<file path="src/rtl/prco_mem_ctrl_pkg.sv">
// rtl/prco_mem_ctrl_pkg.sv - shared state/owner encodings for prco_mem_ctrl
package prco_mem_ctrl_pkg;

  typedef enum logic [1:0] {
    ST_IDLE = 2'd0,
    ST_WAIT = 2'd1,
    ST_ACK  = 2'd2
  } state_t;

  typedef enum logic {
    OWN_FETCH = 1'b0,
    OWN_DATA  = 1'b1
  } owner_t;

  function automatic int unsigned wd_width(input int unsigned timeout);
    return $clog2(timeout + 1);
  endfunction

endpackage

</file>
<file path="src/rtl/prco_mem_watchdog.sv">
// rtl/prco_mem_watchdog.sv - WAIT-cycle counter; o_expire flags the last allowed WAIT cycle
module prco_mem_watchdog
  import prco_mem_ctrl_pkg::*;
#(
  parameter int P_TIMEOUT = 15
) (
  input  logic i_clk,
  input  logic i_reset,
  input  logic i_load,
  input  logic i_count,
  output logic o_expire
);

  localparam int LP_W = wd_width(P_TIMEOUT);

  logic [LP_W-1:0] r_cnt;

  always_ff @(posedge i_clk) begin
    if (i_reset || i_load) begin
      r_cnt <= '0;
    end else if (i_count && !o_expire) begin
      r_cnt <= r_cnt + 1'b1;
    end
  end

  assign o_expire = i_count && (r_cnt == LP_W'(P_TIMEOUT - 1));

endmodule

</file>
<file path="src/rtl/prco_mem_ctrl.sv">
// rtl/prco_mem_ctrl.sv - local memory access controller, load/store over fetch priority
// PRCO_MEM_TIMEOUT_EN builds the WAIT watchdog and sticky q_err.
module prco_mem_ctrl
  import prco_mem_ctrl_pkg::*;
#(
  parameter int P_ADDR_W  = 16,
  parameter int P_DATA_W  = 16,
  parameter int P_TIMEOUT = 15
) (
  input  logic                i_clk,
  input  logic                i_reset,
  input  logic                i_fetch_req,
  input  logic [P_ADDR_W-1:0] i_fetch_addr,
  output logic                q_fetch_ack,
  output logic [P_DATA_W-1:0] q_fetch_instr,
  input  logic                i_ls_req,
  input  logic                i_ls_we,
  input  logic [P_ADDR_W-1:0] i_ls_addr,
  input  logic [P_DATA_W-1:0] i_ls_wdata,
  output logic                q_ls_ack,
  output logic [P_DATA_W-1:0] q_ls_rdata,
  output logic                q_mem_ce_fetch,
  output logic                q_mem_ce_alu,
  output logic                q_mem_we,
  output logic [P_ADDR_W-1:0] q_mem_addr,
  output logic [P_DATA_W-1:0] q_mem_dina,
  input  logic                i_mem_ce_dec,
  input  logic                i_mem_ce_reg,
  input  logic [P_DATA_W-1:0] i_mem_douta,
  output logic                q_busy,
  output logic                q_err
);

  if (P_TIMEOUT < 1) begin : g_bad_timeout
    $error("prco_mem_ctrl: P_TIMEOUT must be at least 1");
  end

  state_t              r_state, w_state_nxt;
  owner_t              r_owner;
  logic                w_accept, w_accept_ls, w_match, w_expire, w_done;
  logic [P_DATA_W-1:0] w_rdata;
  logic                r_ce_fetch, r_ce_alu, r_we, r_fetch_ack, r_ls_ack;
  logic [P_ADDR_W-1:0] r_addr;
  logic [P_DATA_W-1:0] r_dina, r_instr, r_rdata;

  always_ff @(posedge i_clk) begin
    if (i_reset) r_state <= ST_IDLE;
    else         r_state <= w_state_nxt;
  end

  always_comb begin
    w_state_nxt = r_state;
    case (r_state)
      ST_IDLE: if (i_fetch_req || i_ls_req) w_state_nxt = ST_WAIT;
      ST_WAIT: if (w_done) w_state_nxt = ST_ACK;
      ST_ACK:  w_state_nxt = ST_IDLE;
      default: w_state_nxt = ST_IDLE;
    endcase
  end

  // Only the owner's completion strobe counts; the other one is noise.
  always_comb begin
    w_accept    = (r_state == ST_IDLE) && (i_fetch_req || i_ls_req);
    w_accept_ls = w_accept && i_ls_req;
    w_match     = (r_state == ST_WAIT) &&
                  ((r_owner == OWN_FETCH) ? i_mem_ce_dec : i_mem_ce_reg);
    w_done      = w_match || w_expire;
    w_rdata     = w_match ? i_mem_douta : '0;
  end

  always_ff @(posedge i_clk) begin
    if (i_reset) begin
      r_owner     <= OWN_FETCH;
      r_ce_fetch  <= 1'b0;
      r_ce_alu    <= 1'b0;
      r_we        <= 1'b0;
      r_fetch_ack <= 1'b0;
      r_ls_ack    <= 1'b0;
      r_addr      <= '0;
      r_dina      <= '0;
      r_instr     <= '0;
      r_rdata     <= '0;
    end else begin
      r_ce_fetch  <= w_accept && !i_ls_req;
      r_ce_alu    <= w_accept_ls;
      r_we        <= w_accept_ls && i_ls_we;
      r_fetch_ack <= w_done && (r_owner == OWN_FETCH);
      r_ls_ack    <= w_done && (r_owner == OWN_DATA);
      if (w_accept) begin
        r_owner <= i_ls_req ? OWN_DATA : OWN_FETCH;
        r_addr  <= i_ls_req ? i_ls_addr : i_fetch_addr;
        r_dina  <= i_ls_req ? i_ls_wdata : '0;
      end
      if (w_done && (r_owner == OWN_FETCH)) r_instr <= w_rdata;
      if (w_done && (r_owner == OWN_DATA))  r_rdata <= w_rdata;
    end
  end

`ifdef PRCO_MEM_TIMEOUT_EN
  logic r_err;

  prco_mem_watchdog #(
    .P_TIMEOUT (P_TIMEOUT)
  ) u_watchdog (
    .i_clk    (i_clk),
    .i_reset  (i_reset),
    .i_load   (w_accept),
    .i_count  (r_state == ST_WAIT),
    .o_expire (w_expire)
  );

  always_ff @(posedge i_clk) begin
    if (i_reset)                  r_err <= 1'b0;
    else if (w_expire && !w_match) r_err <= 1'b1;
  end

  assign q_err = r_err;
`else
  assign w_expire = 1'b0;
  assign q_err    = 1'b0;
`endif

  assign q_fetch_ack    = r_fetch_ack;
  assign q_fetch_instr  = r_instr;
  assign q_ls_ack       = r_ls_ack;
  assign q_ls_rdata     = r_rdata;
  assign q_mem_ce_fetch = r_ce_fetch;
  assign q_mem_ce_alu   = r_ce_alu;
  assign q_mem_we       = r_we;
  assign q_mem_addr     = r_addr;
  assign q_mem_dina     = r_dina;
  assign q_busy         = (r_state != ST_IDLE);

endmodule

</file>
<file path="config.mk">
export PLATFORM = sky130hd
export DESIGN_NAME = prco_mem_ctrl
export DESIGN_NICKNAME = d
export VERILOG_FILES = /design/src/rtl/prco_mem_ctrl_pkg.sv /design/src/rtl/prco_mem_watchdog.sv /design/src/rtl/prco_mem_ctrl.sv
export SDC_FILE = /design/constraint.sdc
export NUM_CORES = 1
export LEC_CHECK = 0
export CAP_MARGIN = 40
export CELL_PAD_IN_SITES_DETAIL_PLACEMENT = 1
export CELL_PAD_IN_SITES_GLOBAL_PLACEMENT = 1
export CORE_ASPECT_RATIO = 0.5
export CORE_UTILIZATION = 30
export CTS_CLUSTER_SIZE = 20
export DETAILED_ROUTE_END_ITERATION = 8
export PLACE_DENSITY_LB_ADDON = 0.1
export SLEW_MARGIN = 20
export SYNTH_ARGS = -nofsm -noshare
export SYNTH_HDL_FRONTEND = slang
export SYNTH_SLANG_ARGS = --single-unit
</file>
<file path="constraint.sdc">
create_clock -name i_clk -period 2.7 [get_ports i_clk]
set_input_delay 0.81 -clock i_clk [delete_from_list [all_inputs] [get_ports i_clk]]
set_output_delay 0.81 -clock i_clk [all_outputs]
set_load 0.01 [all_outputs]
</file>
==> key figures <==
Pwr
  – Leak Pwr: 1.66 nW
  – Gate power share: 15.7%
  – Switching share of total power: 24.8%
  – Pwr Total: 2.71 mW
  – Pwr Density: 630 nW/um^2
  – P_int: between 2 and 2.5 mW
  – Worst IR drop on VDD: roughly 0.34 mV
  – Clock power share: 41.0%
  – Sequential share of power: 43.3%
  – Psw: between 0.6 and 0.7 mW

Detailed routing
  – Routed vias: 2315
  – DR WL/cell: 16.4 um
  – Antenna viol nets, final: 0
  – Vias per cell: 4.75
  – Routed Wire Length: 8000 um
  – DRC: 0
  – Initial DRC count: 90
  – TritonRoute pass-1 iters: 4

Global routing
  – GRT met3 Usage: 8.52%
  – Met2 Resource Use GR: 33.5%
  – GRT Max-Usage Layer: met2
  – Total gr overflow: 0
  – Met1 Usage GRT: about a fifth
  – Wire length of the first global-routing pass: 12500 um
  – Vias in the first global route: 2463
  – Initial antenna violation count: 0
  – Largest net degree at the start of global routing: 36
  – Tot GR Track Use: 18.9%

Worst setup path
  – CP max stage delay: 560 ps
  – CP max FO: 8
  – Critical Path Slowest Stage Cell: dfxtp_1
  – CP cell instances: nor2_1 -> inv_1 -> clkdlybuf4s50_1
  – Crit path max-delay family: buffers and inverters
  – Startpoint types: flip-flop
  – CP endpoint kind: output pin
  – Critical path data arrival time: 1690 ps
  – Critical path class: reg -> out
  – Worst path bufs/invs: 2
  – CP required: 1890 ps

Timing
  – RSZ-0062 raised after global routing: false
  – Setup TNS: 0 ps
  – Tmin final: 2500 ps
  – Pins Over Slew Limit: 0
  – Max Freq: around 400 MHz
  – Final WS setup: 199 ps
  – Final setup fails: 0
  – Final Hold Viols: 0
  – Worst hold slack: roughly 460 ps
  – Clk_skew: between 4 and 5 ps
  – Final Cycle Share: 92.6%

Final layout
  – Register area: 1440 um^2
  – Fill count: 848
  – Layout cells sized above 1: 9.07%
  – Antenna diodes: 0
  – Area delta synth->final: 71.0%
  – Commonest non-fill, non-tap cell in the layout: clkdlybuf4s50_1
  – Post-layout nets: 441
  – Area of the multi-input gates: 947 um^2
  – Finished Layout Cells: 487
  – Commonest cells after routing, fill and taps aside: clkdlybuf4s50_1, dfxtp_1, nand2_1, a22o_1, a21oi_1

Yosys
  – Sequential share of the synthesized area: 57.3%
  – Synth Area in XOR/XNOR: 0%
  – Synth Area in Simple Gates: 15.5%
  – Syn Std Cell Area: approximately 2500 um^2
  – Adder-Cell Fraction of Synth Area: 0%
  – Register bit total from synthesis: 72
  – Yosys cell types: 30
  – Cells after Synth: 227
  – Largest family of logic cells by synthesized area: compound AO/OA/AOI/OAI gates
  – Synth Area in Compound Gates: 21.6%
  – Synth Net Count: 298
  – Syn_area_per_cell: 11.1 um^2
  – Mux share of post-synthesis cell area: 0.398%
  – Yosys Warn Count: 0

Placed design
  – Routability cong.: 0.699
  – Post-DP HPWL: 5800 um
  – Setup WS pre-CTS: 338 ps
  – Port bufs: 140
  – Placed cells: between 400 and 500

CTS
  – Worst-Skew Late Latency: 330 ps
  – Post_cts resized: 0
  – Sink Count: between 70 and 80
  – CTS tree: yes
  – CTS root buf: clkbuf_16
  – CTS Buf Count: 9
  – Worst-case clock buffer depth: 2
  – Post-CTS setup buffers: 0
  – Hold buffers post-CTS: 0
  – Clock Pin Slew Worst Setup and Hold Paths: around 60 ps
  – H-tree Lvls: 3

Die
  – Core area: slightly above 8000 um^2
  – DIE WIDTH: 131 um
  – Die area: 8780 um^2
  – Die Ht: 66.7 um
  – # IOs: 142
  – Initial Util: 31.2%
  – FP Rows: 23

Status
  – Outcome: finished, final reports clean

Worst hold path
  – Worst hold path type: reg -> reg

Job
  – Max-cap violations: 0
-- per-stage QoR --
stage	area [um^2]	utilization [%]
after floorplan	2510	-
after global placement	4020	49.9
after detailed placement	4020	49.9
after CTS	4300	53.4
after global routing	4300	53.4
final	4300	53.4
-- worst min-delay path, stage by stage (launching register included) --
cell	delay [ps]
dfxtp_1	310
nand2_1	50
a21oi_1	50
-- kinds of logic (layout without fill, tap and decap cells) --
group / after synthesis / count (layout)
AO/OA/AOI/OAI: 67 / 67
buffers and inverters: 19 / 167
flip-flops: 72 / 72
multiplexers: 1 / 1
other: 1 / 1
AND/OR/NAND/NOR: 67 / 67
-- sequential cells by signal (all words and copies together), names as in the netlist --
| register | cells |
|---|---|
| q_fetch_ack | 1 |
| q_fetch_instr | 16 |
| q_ls_ack | 1 |
| q_ls_rdata | 16 |
| q_mem_addr | 16 |
| q_mem_ce_alu | 1 |
| q_mem_ce_fetch | 1 |
| q_mem_dina | 16 |
| q_mem_we | 1 |
| r_owner | 1 |
| r_state | 2 |
-- area by class of cell --
| type | count | share of cell area, % |
|---|---|---|
| clock inverters | 6 | 1.02 |
| flip-flops and latches | 72 | 33.5 |
| well taps | 112 | 3.26 |
| repair buffers | 149 | 34.4 |
| clock buffers | 10 | 5.56 |
| multi-input cells | 136 | 22.0 |
| inverters | 2 | 0.175 |
-- cells in the mapped netlist --
library cell	instances	area [um^2]
dfxtp_1	72	1440
nand2_1	35	131
a22o_1	31	272
a21oi_1	17	85.1
a221o_1	16	160
and3_1	16	100
buf_2	7	35.0
nor2_1	4	15.0
buf_4	3	22.5
buf_6	3	33.8
and2_1	2	12.5
clkbuf_1	2	7.51
inv_1	2	7.51
a2111oi_0	1	8.76
a21oi_2	1	8.76
a31o_2	1	8.76
and4b_1	1	10.0
and4bb_2	1	12.5
buf_8	1	15.0
clkbuf_2	1	5.00
conb_1	1	3.75
mux2i_1	1	10.0
nand2b_1	1	6.26
nand4b_1	1	8.76
nor2_4	1	11.3
nor2_8	1	20.0
nor4_4	1	21.3
nor4b_4	1	23.8
or2_2	1	6.26
or3b_4	1	11.3
-- power by group through the flow --
stage | Sequential (mW) | Combinational [mW] | Clock (mW)
finish | 1.17 | 0.426 | 1.11
global route | 1.18 | 0.456 | 1.18
CTS | 1.17 | 0.433 | 1.14
detailed placement | 1.19 | 0.431 | 0
global placement | 1.19 | 0.419 | 0
floorplan | 1.21 | 0.140 | 0
-- worst paths after layout --
path / from / to / slack (ps) / cells after the start
worst max-delay path: r_state[1] / q_busy / 200 / 3
worst min-delay path: q_ls_rdata[15] / q_ls_rdata[15] / 460 / 2
worst max register to register: r_state[0] / q_fetch_instr[10] / 1160 / 3
worst min register to register: q_ls_rdata[15] / q_ls_rdata[15] / 460 / 2
-- routing by layer --
layer	wire length (um)	vias up
li1	-	1117
met1	3320	1104
met2	3840	85
met3	728	9
met4	112	0
met5	0	-
(Power assumes the default switching activity.)
